File: config.mk
export PLATFORM = sky130hd
export DESIGN_NAME = rv32_fetch_ctrl
export DESIGN_NICKNAME = d
export VERILOG_FILES = /design/src/rtl/rv32_ctrl_pkg.sv /design/src/rtl/rv32_fetch_timeout.sv /design/src/rtl/rv32_fetch_ctrl.sv
export SDC_FILE = /design/constraint.sdc
export NUM_CORES = 1
export LEC_CHECK = 0
export CAP_MARGIN = 20
export CELL_PAD_IN_SITES_DETAIL_PLACEMENT = 1
export CELL_PAD_IN_SITES_GLOBAL_PLACEMENT = 1
export CORE_MARGIN = 4
export CORE_UTILIZATION = 32
export DETAILED_ROUTE_END_ITERATION = 6
export GPL_TIMING_DRIVEN = 1
export HOLD_SLACK_MARGIN = 0.05
export PLACE_DENSITY_LB_ADDON = 0.1
export SLEW_MARGIN = 20
export SYNTH_ARGS = -nofsm -noshare
export SYNTH_HDL_FRONTEND = slang
export SYNTH_SLANG_ARGS = --single-unit
File: constraint.sdc
create_clock -name clk -period 3.6 [get_ports clk]
set_clock_uncertainty 0.1 [all_clocks]
set_input_delay 0.36 -clock clk [delete_from_list [all_inputs] [get_ports clk]]
set_output_delay 0.36 -clock clk [all_outputs]
set_load 0.1 [all_outputs]
File: src/rtl/rv32_ctrl_pkg.sv
// rtl/rv32_ctrl_pkg.sv - shared fetch-controller types and PC select encodings
package rv32_ctrl_pkg;

  localparam int INSTR_W = 32;

  typedef enum logic [2:0] {
    ST_IDLE  = 3'd0,
    ST_FETCH = 3'd1,
    ST_HOLD  = 3'd2,
    ST_DRAIN = 3'd3,
    ST_FAULT = 3'd4
  } fetch_state_e;

  // Bit 1 drives pc_next_sel, bit 0 drives pc_alu_sel
  typedef enum logic [1:0] {
    SEL_SEQ = 2'b00,
    SEL_REL = 2'b01,
    SEL_ABS = 2'b10
  } pc_sel_e;

  function automatic pc_sel_e redirect_sel(input logic abs_taken, input logic rel_taken);
    if (abs_taken) return SEL_ABS;
    if (rel_taken) return SEL_REL;
    return SEL_SEQ;
  endfunction

endpackage

File: src/rtl/rv32_fetch_timeout.sv
// rtl/rv32_fetch_timeout.sv - clearable wait counter with expiry flag for imem requests
module rv32_fetch_timeout #(
  parameter int TIMEOUT_CYCLES = 16
) (
  input  logic clk,
  input  logic reset,
  input  logic clr_i,
  input  logic inc_i,
  output logic expired_o
);

  localparam int W = $clog2(TIMEOUT_CYCLES);

  logic [W-1:0] cnt_q;

  assign expired_o = (cnt_q == W'(TIMEOUT_CYCLES - 1));

  // Saturates at the expiry value; the controller leaves for FAULT on that cycle
  always_ff @(posedge clk or posedge reset) begin
    if (reset) begin
      cnt_q <= '0;
    end else if (clr_i) begin
      cnt_q <= '0;
    end else if (inc_i && !expired_o) begin
      cnt_q <= cnt_q + W'(1);
    end
  end

endmodule

File: src/rtl/rv32_fetch_ctrl.sv
// rtl/rv32_fetch_ctrl.sv - PC sequencing and instruction-fetch handshake controller
module rv32_fetch_ctrl
  import rv32_ctrl_pkg::*;
#(
  parameter int TIMEOUT_CYCLES = 16,
  parameter int CNT_W          = 32
) (
  input  logic               clk,
  input  logic               reset,
  input  logic [31:0]        pc_value,
  output logic               pc_en,
  output logic               pc_next_sel,
  output logic               pc_alu_sel,
  input  logic               redirect_abs,
  input  logic               redirect_rel,
  output logic               imem_req,
  output logic [31:0]        imem_addr,
  input  logic               imem_ack,
  input  logic [31:0]        imem_rdata,
  output logic               instr_valid,
  output logic [INSTR_W-1:0] instr,
  output logic [31:0]        instr_pc,
  input  logic               instr_ready,
  output logic               fault,
  output logic [CNT_W-1:0]   fetch_count
);

  fetch_state_e        state_q;
  logic [INSTR_W-1:0]  instr_q;
  logic [31:0]         instr_pc_q;
  logic                instr_valid_q;
  logic                fault_q;
  logic [CNT_W-1:0]    count_q;

  logic    redirect, redir_act, advance, waiting, tmo_expired;
  pc_sel_e sel;

  assign redirect  = redirect_abs | redirect_rel;
  assign redir_act = redirect && (state_q inside {ST_FETCH, ST_HOLD, ST_DRAIN});
  assign advance   = (state_q == ST_HOLD) && instr_valid_q && instr_ready && !redirect;
  assign waiting   = (state_q == ST_FETCH) || (state_q == ST_DRAIN);

  assign pc_en       = redir_act | advance;
  assign sel         = redir_act ? redirect_sel(redirect_abs, redirect_rel) : SEL_SEQ;
  assign pc_next_sel = sel[1];
  assign pc_alu_sel  = sel[0];

  assign imem_req    = (state_q == ST_FETCH);
  assign imem_addr   = pc_value;
  assign instr_valid = instr_valid_q;
  assign instr       = instr_q;
  assign instr_pc    = instr_pc_q;
  assign fault       = fault_q;
  assign fetch_count = count_q;

  rv32_fetch_timeout #(
    .TIMEOUT_CYCLES(TIMEOUT_CYCLES)
  ) u_timeout (
    .clk      (clk),
    .reset    (reset),
    .clr_i    (waiting && imem_ack),
    .inc_i    (waiting && !imem_ack),
    .expired_o(tmo_expired)
  );

  always_ff @(posedge clk or posedge reset) begin
    if (reset) begin
      state_q       <= ST_IDLE;
      instr_q       <= '0;
      instr_pc_q    <= '0;
      instr_valid_q <= 1'b0;
      fault_q       <= 1'b0;
      count_q       <= '0;
    end else begin
      case (state_q)
        ST_IDLE: state_q <= ST_FETCH;
        ST_FETCH: begin
          // An ack that coincides with a redirect belongs to the old path
          if (imem_ack) begin
            if (!redirect) begin
              instr_q       <= imem_rdata;
              instr_pc_q    <= pc_value;
              instr_valid_q <= 1'b1;
              state_q       <= ST_HOLD;
            end
          end else if (tmo_expired) begin
            fault_q <= 1'b1;
            state_q <= ST_FAULT;
          end else if (redirect) begin
            state_q <= ST_DRAIN;
          end
        end
        ST_HOLD: begin
          if (redirect) begin
            instr_valid_q <= 1'b0;
            state_q       <= ST_FETCH;
          end else if (instr_ready) begin
            instr_valid_q <= 1'b0;
            count_q       <= count_q + CNT_W'(1);
            state_q       <= ST_FETCH;
          end
        end
        ST_DRAIN: begin
          if (imem_ack) begin
            state_q <= ST_FETCH;
          end else if (tmo_expired) begin
            fault_q <= 1'b1;
            state_q <= ST_FAULT;
          end
        end
        ST_FAULT: fault_q <= 1'b1;
        default:  state_q <= ST_IDLE;
      endcase
    end
  end

endmodule

# After elaboration in Yosys (flattened, before gate mapping)
# Index checks and enable logic that the tools add are counted.
[word_totals] wordCells=75 input_bits=70 register_bits=105 output_inout_bits=134
[op_classes] bitwise=4 n_eq_ne=13 add_sub_neg=2 n_mux=27 n_reduce_logical=22
[op_table] cell="$add 32x1->32 const B" count=1
[op_table] cell="$mux 3" count=8
[op_table] cell="$pmux 3 s5" count=1
[op_table] cell="$mux 2" count=5
[op_table] cell="$mux 1" count=9
[op_table] cell="$reduce_and 3->1" count=3
[op_table] cell="$mux 4" count=2
[op_table] cell="$logic_and 1x1->1" count=7
[op_table] cell="$eq 3x2->1 const B" count=2
[op_table] cell="$ne 3x3->1 const B" count=2
[op_table] cell="$reduce_bool 2->1" count=3
[op_table] cell="$reduce_and 5->1" count=1
[op_table] cell="$add 4x1->4 const B" count=1
[op_table] cell="$eq 4x4->1 const B" count=1
[op_table] cell="$ne 2x1->1 const B" count=2
[op_table] cell="$ne 2x2->1 const B" count=2
[op_table] cell="$ne 4x1->1 const B" count=1
[op_table] cell="$pmux 1 s2" count=2
[op_table] cell="$reduce_and 4->1" count=1
[op_table] cell="$eq 3x1->1 const B" count=1
[op_table] cell="$eq 3x3->1 const B" count=1
[op_table] cell="$logic_not 1->1" count=3
[op_table] cell="$logic_not 3->1" count=1
[op_table] cell="$ne 3x2->1 const B" count=1
[op_table] cell="other kinds (5)" count=7

# Logic depth before layout (Yosys ltp)
# Gate-level depths: netlist of the first run.
[logic_depth] depth_word=6 depth_mapped=7

# Cells and area by module
# From an unflattened synthesis of the first run, not the netlist that was laid out.
[hier_totals] cells_unflattened=371 hier_area_um2=4714.5
[by_module_without_submodules] mod="rv32_fetch_ctrl" seq_area_each_um2=2527.4 cells_each=350 n_inst=1 area_each_um2=4481.8
[by_module_without_submodules] mod="rv32_fetch_timeout" seq_area_each_um2=100.1 cells_each=21 n_inst=1 area_each_um2=232.7

# Least setup slack after synthesis of the first run
# Ideal clock, no wire load.
[synth_timing] kind="reg-to-output" startpoint="register state_q[2]" endpoint="output pc_alu_sel" arrival_ns=3.649 n_path_buf=1 path_slack_ns=-0.509 required_ns=3.140 stages_incl_launch_ff=3 path_cell_list="dfrtp_1 > buf_2 > nor4b_1"
[synth_via] elab_chain_len=4 word_cells_on_any_way=6
[synth_lines] item="from (decl)" line_no="rv32_fetch_ctrl.sv:28" text="fetch_state_e state_q;"
[synth_lines] item="from (signal assigned)" line_no="rv32_fetch_ctrl.sv:68" text="state_q <= ST_IDLE;"
[synth_lines] item="from (signal assigned)" line_no="rv32_fetch_ctrl.sv:76" text="ST_IDLE: state_q <= ST_FETCH;"
[synth_lines] item="from (signal assigned)" line_no="rv32_fetch_ctrl.sv:84" text="state_q <= ST_HOLD;"
[synth_lines] item="$eq 3x1->1 / $eq 3x2->1 (equally long branches)" line_no="rv32_fetch_ctrl.sv:39" text="assign redir_act = redirect && (state_q inside {ST_FETCH, ST_HOLD, ST_DRAIN});"
[synth_lines] item="$reduce_bool 3->1 *" line_no="rv32_fetch_ctrl.sv:39"
[synth_lines] item="$logic_and 1x1->1 *" line_no="rv32_fetch_ctrl.sv:39"
[synth_lines] item="$mux 2 *" line_no="rv32_fetch_ctrl.sv:44" text="assign sel = redir_act ? redirect_sel(redirect_abs, redirect_rel) : SEL_SEQ;"
[synth_lines] item="to (decl)" line_no="rv32_fetch_ctrl.sv:13" text="output logic pc_alu_sel,"
# Mark *: on every way between the ends. The rest lies on a longest branch, timed or not.

# Worst setup path after layout of the first run
[layout_timing] startpoint="register count_q[15], in the netlist fetch_count[15]" endpoint="output fetch_count[15]"
[layout_lines] item="from (decl)" line_no="rv32_fetch_ctrl.sv:33" text="logic [CNT_W-1:0] count_q;"
[layout_lines] item="from (signal assigned)" line_no="rv32_fetch_ctrl.sv:99" text="count_q <= count_q + CNT_W'(1);"
[layout_lines] item="to (decl)" line_no="rv32_fetch_ctrl.sv:25" text="output logic [CNT_W-1:0] fetch_count"
# No word-level cell between the ends.

==> results of run 1 <==
-- kinds of logic (layout without fill, tap and decap cells) --
family	count (synthesis)	count (layout)	synth area share, %
adder cells (fa/ha/maj)	2	2	0.535
AO/OA/AOI/OAI	18	18	2.38
AND/OR/NAND/NOR	89	89	11.2
XOR/XNOR	31	31	5.81
buffers and inverters	51	225	7.95
flip-flops	105	105	56.2
multiplexers	66	66	15.9
-- cells in the mapped netlist, types with 2 or more instances --
cell,n,area [µm²]
mux2_2,62,698
and4_1,3,26.3
nor2_1,11,41.3
xor2_1,3,26.3
nor3b_1,2,15.0
buf_6,7,78.8
mux2_1,3,33.8
nor3_1,4,20.0
nand4_1,17,106
nor4_1,3,18.8
clkbuf_1,2,7.51
nand2_1,17,63.8
buf_2,5,25.0
o21ai_0,4,20.0
dfrtp_1,105,2630
xnor2_1,28,245
nand4b_1,3,26.3
or2_2,2,12.5
a31o_2,2,17.5
nand3_1,13,65.1
a21oi_1,5,25.0
inv_1,4,15.0
ha_1,2,25.0
buf_4,32,240
and3_1,4,25.0
a31oi_1,3,18.8
-- worst max path at each step --
stage                                      from                           to  slack (ps)
floorplan               instr_valid$_DFFE_PP0P_                        pc_en           5
global placement                   redirect_abs  fetch_count[20]$_DFFE_PP0P_        1030
detailed placement                 redirect_abs  fetch_count[24]$_DFFE_PP0P_         980
CTS                  fetch_count[8]$_DFFE_PP0P_               fetch_count[8]        1110
global route        fetch_count[15]$_DFFE_PP0P_              fetch_count[15]        1070
finish              fetch_count[15]$_DFFE_PP0P_              fetch_count[15]        1130
-- metal layers --
metal  GRT usage [%]  routed length [µm]  vias to the layer above
met1            19.2                5460                     1667
met4            5.31                 194                        0
met2            25.6                6440                      123
met5               0                   0                        -
met3            3.28                 814                       16
li1                -                   -                     1579
-- sequential cells by signal, summed over array words and instances, names as in the netlist --
| name | count |
|---|---|
| u_timeout.cnt_q | 4 |
| instr_valid | 1 |
| instr_pc | 32 |
| instr | 32 |
| state_q | 3 |
| fetch_count | 32 |
| fault | 1 |
-- cell type report --
| cell class | instances | area, µm² |
|---|---|---|
| fillers | 1488 | 7240 |
| flip-flops and latches | 105 | 2630 |
| repair buffers | 205 | 1980 |
| multi-input cells | 206 | 1690 |
| clock buffers | 11 | 253 |
| well taps | 180 | 225 |
| clock inverters | 5 | 61.3 |
| inverters | 4 | 17.5 |
-- per-stage QoR --
| stage | hold slack [ps] | std cells | worst slack [ps] | util (%) | area, µm² |
|---|---|---|---|---|---|
| after floorplan | 360 | 362 | 5.43 | - | 4680 |
| after global placement | 355 | 700 | 1030 | 46.4 | 6550 |
| after detailed placement | 357 | 700 | 978 | 46.4 | 6550 |
| after CTS | 374 | 716 | 1110 | 48.7 | 6860 |
| after global routing | 409 | 716 | 1070 | 48.7 | 6860 |
| final | 350 | 716 | 1130 | 48.7 | 6860 |
==> flow_summary_export.csv, run 1 <==
group,metric,value,unit
floorplanning,dieWidth,129,µm
floorplanning,core,0.0141,mm²
route,wl,12900,µm
route,first_pass_iters,4,
timing,setup_viol,0,
critical_path,reg2reg_to,"instr[9]$_DFFE_PP0P_",
clock_network,root_buffer,"clkbuf_16",
clock_network,cts_setup_buffers,0,
critical_path,cp-start-kind,"register",
synth,postSynthAreaPerCell,12.9,µm²
timing,tightest_slew,1040,ps
clock_network,insertion_delay,340,ps
global_routing,antenna_found_initial,0,
cells_and_area,diodes,0,
cells_and_area,final_common_cell,"clkdlybuf4s50_1",
synth,ys.flop_type,"dfrtp_1",
critical_path,crit_cells,1,
timing,tns,0,ps
route,drtIter0Drc,105,
route,drc,0,
critical_path,cp_cell_sequence,"clkdlybuf4s50_1",
timing,max_slew_margin,30.3,%
placed_design,gp_congestion,0.728,
synth,yosysSeqAreaShare,56.2,%
route,ant_nets,0,
global_routing,grt_pass1_vias,3481,
synth,syn_inst,362,
global_routing,grt_overflow,0,
timing,period_minus_slack,2470,ps
critical_path,r2r_cells,5,
clock_network,cts_buffers,9,
global_routing,grtUsageTotal,15.2,%
floorplanning,pin_count,204,
synth,synthArstFlopShare,100,%
floorplanning,start_util,33.2,%
cells_and_area,area_growth,46.8,%
clock_network,cts.repair.resized,0,
synth,synth-edff-count,0,
synth,syn-cell-area,0.00467,mm²
global_routing,grt_max_degree,58,
global_routing,grt_pass1_wl,19700,µm
synth,synthDistinctLibCells,42,
flow_run,cap_violations,0,
outcome,status,"finished, final reports clean",
placed_design,hpwl,9880,µm
critical_path,critPathMaxStageDelay,1190,ps
timing,hold_viol,0,
clock_network,cts_max_path_buffers,2,
cells_and_area,drive_gt1_share,24.1,%
floorplanning,std_cell_rows,43,
critical_path,crit_family,"buffers and inverters",
critical_path,critical_path_arrival,2010,ps
floorplanning,die_y,129,µm
route,num_vias,3385,
hold_path,min_path_type,"in -> async",
critical_path,required,3140,ps
synth,yosys_warnings,0,
critical_path,crit_fanout,7,
route,viasPerCell,4.73,
clock_network,htreeDepth,3,
clock_network,numClockSinks,105,
critical_path,timing.rr.start,"state_q[2]$_DFFE_PP0P_",
synth,ys_ff_latch,105,
floorplanning,die_area,0.0166,mm²
critical_path,critPathBufInv,1,
route,wl_per_cell,18.0,µm
clock_network,path_clk_slew,70,ps
clock_network,cts_hold_buf,0,
cells_and_area,final_cell_mix,"clkdlybuf4s50_1 (167), dfrtp_1 (105), mux2_2 (62)",
timing,finalCritPeriodShare,68.5,%
timing,fmaxAchievable,0.405,GHz
critical_path,rrSetupSlack,1250,ps
synth,synth_fp_nets,434,
timing,rsz0062_at_grt,"false",
critical_path,path_class,"reg -> out",
critical_path,endpoint_kind,"primary output",
placed_design,io_buffers,203,
clock_network,cts_tree,"built",
cells_and_area,final_net_count,603,
timing,drv_slew,0,
critical_path,cpMaxStageDelayCell,"clkdlybuf4s50_1",
Power of run 1 is not shown: default switching activity piles up to over one toggle a cycle in this logic, so the estimate is an artifact.
==> run 2: changes to the inputs <==
--- a/config.mk
+++ b/config.mk
@@ -9,7 +9,7 @@
 export CELL_PAD_IN_SITES_DETAIL_PLACEMENT = 1
 export CELL_PAD_IN_SITES_GLOBAL_PLACEMENT = 1
 export CORE_MARGIN = 4
-export CORE_UTILIZATION = 32
+export CORE_UTILIZATION = 29
 export DETAILED_ROUTE_END_ITERATION = 6
 export GPL_TIMING_DRIVEN = 1
 export HOLD_SLACK_MARGIN = 0.05
==> constraint.sdc (replaced) <==
create_clock -name clk -period 2 [get_ports clk]
set_clock_uncertainty 0.1 [all_clocks]
set_input_delay 0.2 -clock clk [delete_from_list [all_inputs] [get_ports clk]]
set_output_delay 0.2 -clock clk [all_outputs]
set_load 0.1 [all_outputs]
==> run 2 against run 1 <==
Global-route usage shrank 0.23 points. Routed wire length rose by 5.4%. Final cell count rose by 7.7%. First-iteration DRC count up 31%. Register-to-register slack worse by 1100 ps. Final area increased by 7.1%. Non-clock buffer count grew 19. Setup slack got worse by 1000 ps. Die area grew 9.7%. Sequential cell count did not move.
==> flow_summary_export.csv, run 2 (same netlist as run 1, synthesis figures left out) <==
group,metric,value,unit
clock_network,cts_setup_buffers,0,
timing,tns,0,ps
cells_and_area,drive_gt1_share,50.1,%
global_routing,grt_pass1_wl,21400,µm
power,p_sw_share,56.8,%
power,leakage,3.25,nW
clock_network,cts_hold_buf,0,
floorplanning,die_area,0.0182,mm²
route,first_pass_iters,4,
global_routing,grt_overflow,0,
power,p_comb_share,61.1,%
floorplanning,dieWidth,135,µm
global_routing,grt_pass1_vias,3747,
timing,max_slew_margin,73.7,%
critical_path,critPathLaunch,"redirect_abs",
clock_network,cts_tree,"built",
clock_network,root_buffer,"clkbuf_16",
global_routing,antenna_found_initial,0,
power,pwr_density_cell,1710,mW/mm²
cells_and_area,final_net_count,622,
route,viasPerCell,4.50,
placed_design,hpwl,10600,µm
critical_path,endpoint_kind,"primary output",
timing,fmaxAchievable,0.525,GHz
timing,tightest_slew,393,ps
timing,rsz0062_at_grt,"false",
route,drtIter0Drc,138,
critical_path,cp-start-kind,"input pin",
timing,hold_viol,0,
floorplanning,core,0.0158,mm²
power,p_int,0.00544,W
global_routing,grtUsageTotal,14.9,%
placed_design,dpl_cell_area,0.00707,mm²
floorplanning,start_util,29.5,%
critical_path,path_class,"in -> out",
timing,period_minus_slack,1900,ps
cells_and_area,area_growth,57.3,%
clock_network,cts.repair.resized,1,
floorplanning,std_cell_rows,46,
route,ant_nets,0,
placed_design,gp_congestion,0.737,
clock_network,path_clk_slew,70,ps
clock_network,htreeDepth,3,
critical_path,timing.rr.start,"state_q[2]$_DFFE_PP0P_",
cells_and_area,final_design_area_no_fill,0.00735,mm²
outcome,status,"finished, final reports clean",
global_routing,grt_max_degree,54,
power,clkPwrFrac,13.5,%
flow_run,cap_violations,0,
hold_path,min_path_type,"in -> async",
floorplanning,die_y,135,µm
route,wl_per_cell,17.6,µm
clock_network,insertion_delay,340,ps
timing,finalCritPeriodShare,95.2,%
cells_and_area,final_common_cell,"buf_4",
clock_network,cts_buffers,9,
cells_and_area,diodes,0,
route,wl,13600,µm
route,drc,0,
placed_design,io_buffers,203,
power,irDropWorstVdd,0.717,mV
cells_and_area,final_cell_mix,"buf_4 (114), dfrtp_1 (82), clkdlybuf4s50_1 (69)",
critical_path,critical_path_arrival,1600,ps
clock_network,numClockSinks,105,
timing,hold_ws,214,ps
clock_network,cts_max_path_buffers,2,
route,num_vias,3471,
power,switching_power,0.00714,W
timing,drv_slew,0,
critical_path,crit_fanout,6,
floorplanning,pin_count,204,
critical_path,required,1700,ps
power,power_frac_seq,25.4,%
timing,setup_viol,0,
==> run 2: changes by cell type in the layout (fill, tap and decap cells not counted), moves of 3 or more <==
cell             change
clkdlybuf4s50_1     -98
mux2_4               +3
dfrtp_2             +23
mux2_1               -3
buf_4               +78
buf_12              +39
dfrtp_1             -23
==> run 2: layout make-up <==
cell class	instances	area, µm²
Sequential cell	105	2660
Multi-Input combinational cell	206	1760
Clock inverter	4	26.3
Inverter	4	18.8
Timing Repair Buffer	224	2370
Clock buffer	12	256
Fill cell	1653	8480
Tap cell	216	270
==> run 2: path summary, 6_finish.rpt <==
path | slack [ps] | endpoint | depth (start not counted)
min | 210 | instr_pc[21]$_DFFE_PP0P_ | 3
min in group clk | 360 | instr[10]$_DFFE_PP0P_ | 2
max | 100 | pc_en | 6
max reg2reg | 200 | fetch_count[27]$_DFFE_PP0P_ | 5
max in group asynchronous | 1300 | fetch_count[2]$_DFFE_PP0P_ | 3
min reg2reg | 370 | fetch_count[31]$_DFFE_PP0P_ | 1
==> run 2: worst max-delay path, stage by stage <==
cell and delay (ps):
clkdlybuf4s50_1 510, or2_4 310, buf_4 150, a31oi_1 170, nor3_2 80, buf_12 180
==> run 2: power groups by stage <==
| stage | logic [W] | clock network [W] | registers [W] |
|---|---|---|---|
| detailed placement | 0.00775 | 0 | 0.00325 |
| global placement | 0.00770 | 0 | 0.00320 |
| finish | 0.00768 | 0.00170 | 0.00320 |
| CTS | 0.00775 | 0.00178 | 0.00322 |
| global route | 0.00789 | 0.00188 | 0.00330 |
| floorplan | 0.00128 | 0 | 0.00786 |
==> run 2: per-layer routing <==
| metal | routed length (µm) | GRT usage [%] | vias to the layer above |
|---|---|---|---|
| met2 | 6460 | 24.3 | 133 |
| met5 | 0 | 0 | - |
| met1 | 6060 | 19.5 | 1713 |
| met3 | 910 | 4.25 | 14 |
| li1 | - | - | 1611 |
| met4 | 184 | 4.42 | 0 |
==> run 2: metrics by stage <==
step	setup slack, ps	total power, W	std cells	util [%]
after floorplan	-608	0.00914	362	-
after global placement	-77.2	0.0109	755	44.6
after detailed placement	-142	0.0110	755	44.6
after CTS	86.6	0.0127	771	46.4
after global routing	25.7	0.0131	771	46.4
final	96.5	0.0126	771	46.4
Note: power is estimated with default switching activity, not from simulation.
==> run 3: changes to the inputs <==
--- a/config.mk
+++ b/config.mk
@@ -5,6 +5,7 @@
 export SDC_FILE = /design/constraint.sdc
 export NUM_CORES = 1
 export LEC_CHECK = 0
+export ABC_AREA = 0
 export CAP_MARGIN = 20
 export CELL_PAD_IN_SITES_DETAIL_PLACEMENT = 1
 export CELL_PAD_IN_SITES_GLOBAL_PLACEMENT = 1
@@ -17,4 +18,5 @@
 export SLEW_MARGIN = 20
 export SYNTH_ARGS = -nofsm -noshare
 export SYNTH_HDL_FRONTEND = slang
+export SYNTH_HIERARCHICAL = 1
 export SYNTH_SLANG_ARGS = --single-unit
==> run 3 against run 2 <==
Sequential share of layout area fell by 0.97 points. Critical path depth shrank 2. Clock power about the same. Sequential power is 15% lower. Count of clock-buffer cells in the layout decreased by 1. Sequential cell count unchanged. Setup slack about the same.
==> flow_summary_export.csv, run 3 <==
group,metric,value,unit
route,drtIter0Drc,70,
global_routing,grt_max_degree,46,
global_routing,grtUsageTotal,14.9,%
critical_path,path_class,"reg -> out",
global_routing,antenna_found_initial,0,
clock_network,cts_max_path_buffers,2,
timing,tightest_slew,473,ps
route,wl,13500,µm
synth,synth-edff-count,0,
synth,syn-cell-area,0.00471,mm²
timing,fmaxAchievable,0.525,GHz
synth,synthDistinctLibCells,41,
floorplanning,core,0.0159,mm²
cells_and_area,final_net_count,641,
placed_design,gp_congestion,0.766,
synth,synth_area_leaders,"dfrtp_1 (56%), mux2_2 (16%), buf_4 (5.3%)",
flow_run,cap_violations,0,
timing,finalCritPeriodShare,95.2,%
synth,postSynthAreaPerCell,12.7,µm²
power,leakage,3.46,nW
synth,yosysSeqAreaShare,55.7,%
synth,yosys_warnings,6,
clock_network,insertion_delay,340,ps
synth,ys.flop_type,"dfrtp_1",
synth,netlist.area_leader.share,55.7,%
placed_design,io_buffers,203,
clock_network,cts_buffers,9,
clock_network,path_clk_slew,70,ps
cells_and_area,final-instance-count-excl-fill,790,
hold_path,whs_path_depth,2,
global_routing,grt_pass1_vias,3844,
cells_and_area,postLayoutCoreUtil,47.6,%
cells_and_area,n_fill_cell,1653,
timing,period_minus_slack,1900,ps
hold_path,min_path_type,"in -> reg",
synth,ys_ff_latch,105,
critical_path,r2r_cells,7,
cells_and_area,area_growth,60.5,%
timing,drv_slew,0,
synth,synthArstFlopShare,100,%
synth,synth_fp_nets,443,
route,num_vias,3544,
placed_design,placed_cells,769,
critical_path,critical_path_arrival,1600,ps
critical_path,cp-start-kind,"register",
route,wl_per_cell,17.1,µm
timing,setup_viol,0,
critical_path,required,1700,ps
route,drc,0,
critical_path,endpoint_kind,"primary output",
floorplanning,start_util,29.7,%
cells_and_area,drive_gt1_share,52.4,%
timing,hold_viol,0,
critical_path,timing.rr.start,"state_q[2]$_DFFE_PP0P_",
floorplanning,pin_count,204,
cells_and_area,final_cell_mix,"buf_4 (120), dfrtp_1 (78), clkdlybuf4s50_1 (69)",
floorplanning,dieWidth,136,µm
synth,synth.most_common_cell,"dfrtp_1",
global_routing,grt_pass1_wl,21600,µm
power,irDropWorstVdd,0.517,mV
clock_network,htreeDepth,3,
route,viasPerCell,4.49,
cells_and_area,diodes,0,
clock_network,numClockSinks,105,
route,ant_nets,0,
cells_and_area,final_common_cell,"buf_4",
clock_network,root_buffer,"clkbuf_16",
hold_path,hp-start,"imem_rdata[23]",
timing,rsz0062_at_grt,"true",
floorplanning,die_y,136,µm
critical_path,critPathLaunch,"state_q[2]$_DFFE_PP0P_",
critical_path,crit_fanout,8,
route,first_pass_iters,4,
floorplanning,std_cell_rows,46,
floorplanning,die_area,0.0184,mm²
clock_network,cts_tree,"built",
synth,synth_top_area_cell,"dfrtp_1",
synth,syn_inst,371,
placed_design,hpwl,10700,µm
outcome,status,"finished, final reports clean",
timing,max_slew_margin,68.4,%
global_routing,grt_overflow,0,
power,pwr_density_cell,1210,mW/mm²
synth,synth_common_cells,"dfrtp_1 (105), mux2_2 (66), buf_4 (33)",
run 3: changes by cell type after synthesis, sizes merged, moves of 3 or more:
cell and change:
nor2b +4, nor3 +7, nand4 -9, buf -4
and2 +3, inv +4, nor4 +6, xnor2 -16
a31oi -3, xor2 +16
run 3: timing repair:
action / CTS / global route
hold buffers: 1 / 0
setup buffers: 0 / 4
hold endpoints to repair: 4 / 0
gates resized for setup: 3 / 4
pin swaps: 0 / 2
endpoints found under the setup margin: 2 / 15
run 3: layout make-up:
type / count / area (µm²) / share of cell area, %
tap: 216 / 270 / 3.57
sequential: 105 / 2660 / 35.2
clock inverter: 5 / 40.0 / 0.529
inverter: 8 / 33.8 / 0.446
multi-input combinational: 215 / 1920 / 25.3
timing repair buffer: 230 / 2400 / 31.7
clock buffer: 11 / 243 / 3.21
run 3: layer usage:
layer  wire length, µm  share of wire [%]  track usage [%]
met2              6730                 50             25.2
met3               806                6.0             3.19
met4               249                1.8             5.32
met1              5690                 42             18.7
met5                 0                  0                0
run 3: kinds of logic after synthesis:
| group | count (synthesis) | synth area share, % |
|---|---|---|
| AOI/OAI and AO/OA | 11 | 1.30 |
| xor gates and xnor gates | 31 | 5.76 |
| buffers and inverters | 51 | 7.01 |
| muxes | 68 | 16.3 |
| adders and majority gates | 2 | 0.531 |
| DFF | 105 | 55.7 |
| and+or+nand+nor | 103 | 13.4 |
run 3: per-stage QoR:
stage | area [µm²] | worst slack, ps | hold slack, ps | setup TNS, ps | total power [W]
floorplan | 4890 | -611 | -134 | -1030 | 0.00635
global placement | 7220 | -160 | 364 | -7130 | 0.00749
detailed placement | 7220 | -187 | 362 | -9480 | 0.00755
CTS | 7520 | -3.52 | 347 | -3.52 | 0.00928
global route | 7570 | -6.65 | 349 | -8.99 | 0.00952
finish | 7570 | 96.6 | 364 | 0 | 0.00916
run 3: power breakdown:
part | internal, W | switching [W]
combinational | 0.00110 | 0.00366
clock | 0.000886 | 0.000799
sequential | 0.00251 | 0.000202
run 3: worst paths after layout:
path	endpoint	slack, ps
worst min-delay path	instr[23]$_DFFE_PP0P_	360
worst min register to register	fault$_DFFE_PP0P_	370
worst max register to register	fetch_count[5]$_DFFE_PP0P_	160
worst max-delay path	pc_alu_sel	100
min in group asynchronous	u_timeout/cnt_q[1]$_DFFE_PP0P_	580
max in group asynchronous	instr[12]$_DFFE_PP0P_	440
run 3: worst max-delay path, stage by stage (launching register included):
cell and delay [ps]:
dfrtp_1 390, buf_4 150, buf_4 170, nor4b_4 340
buf_12 220
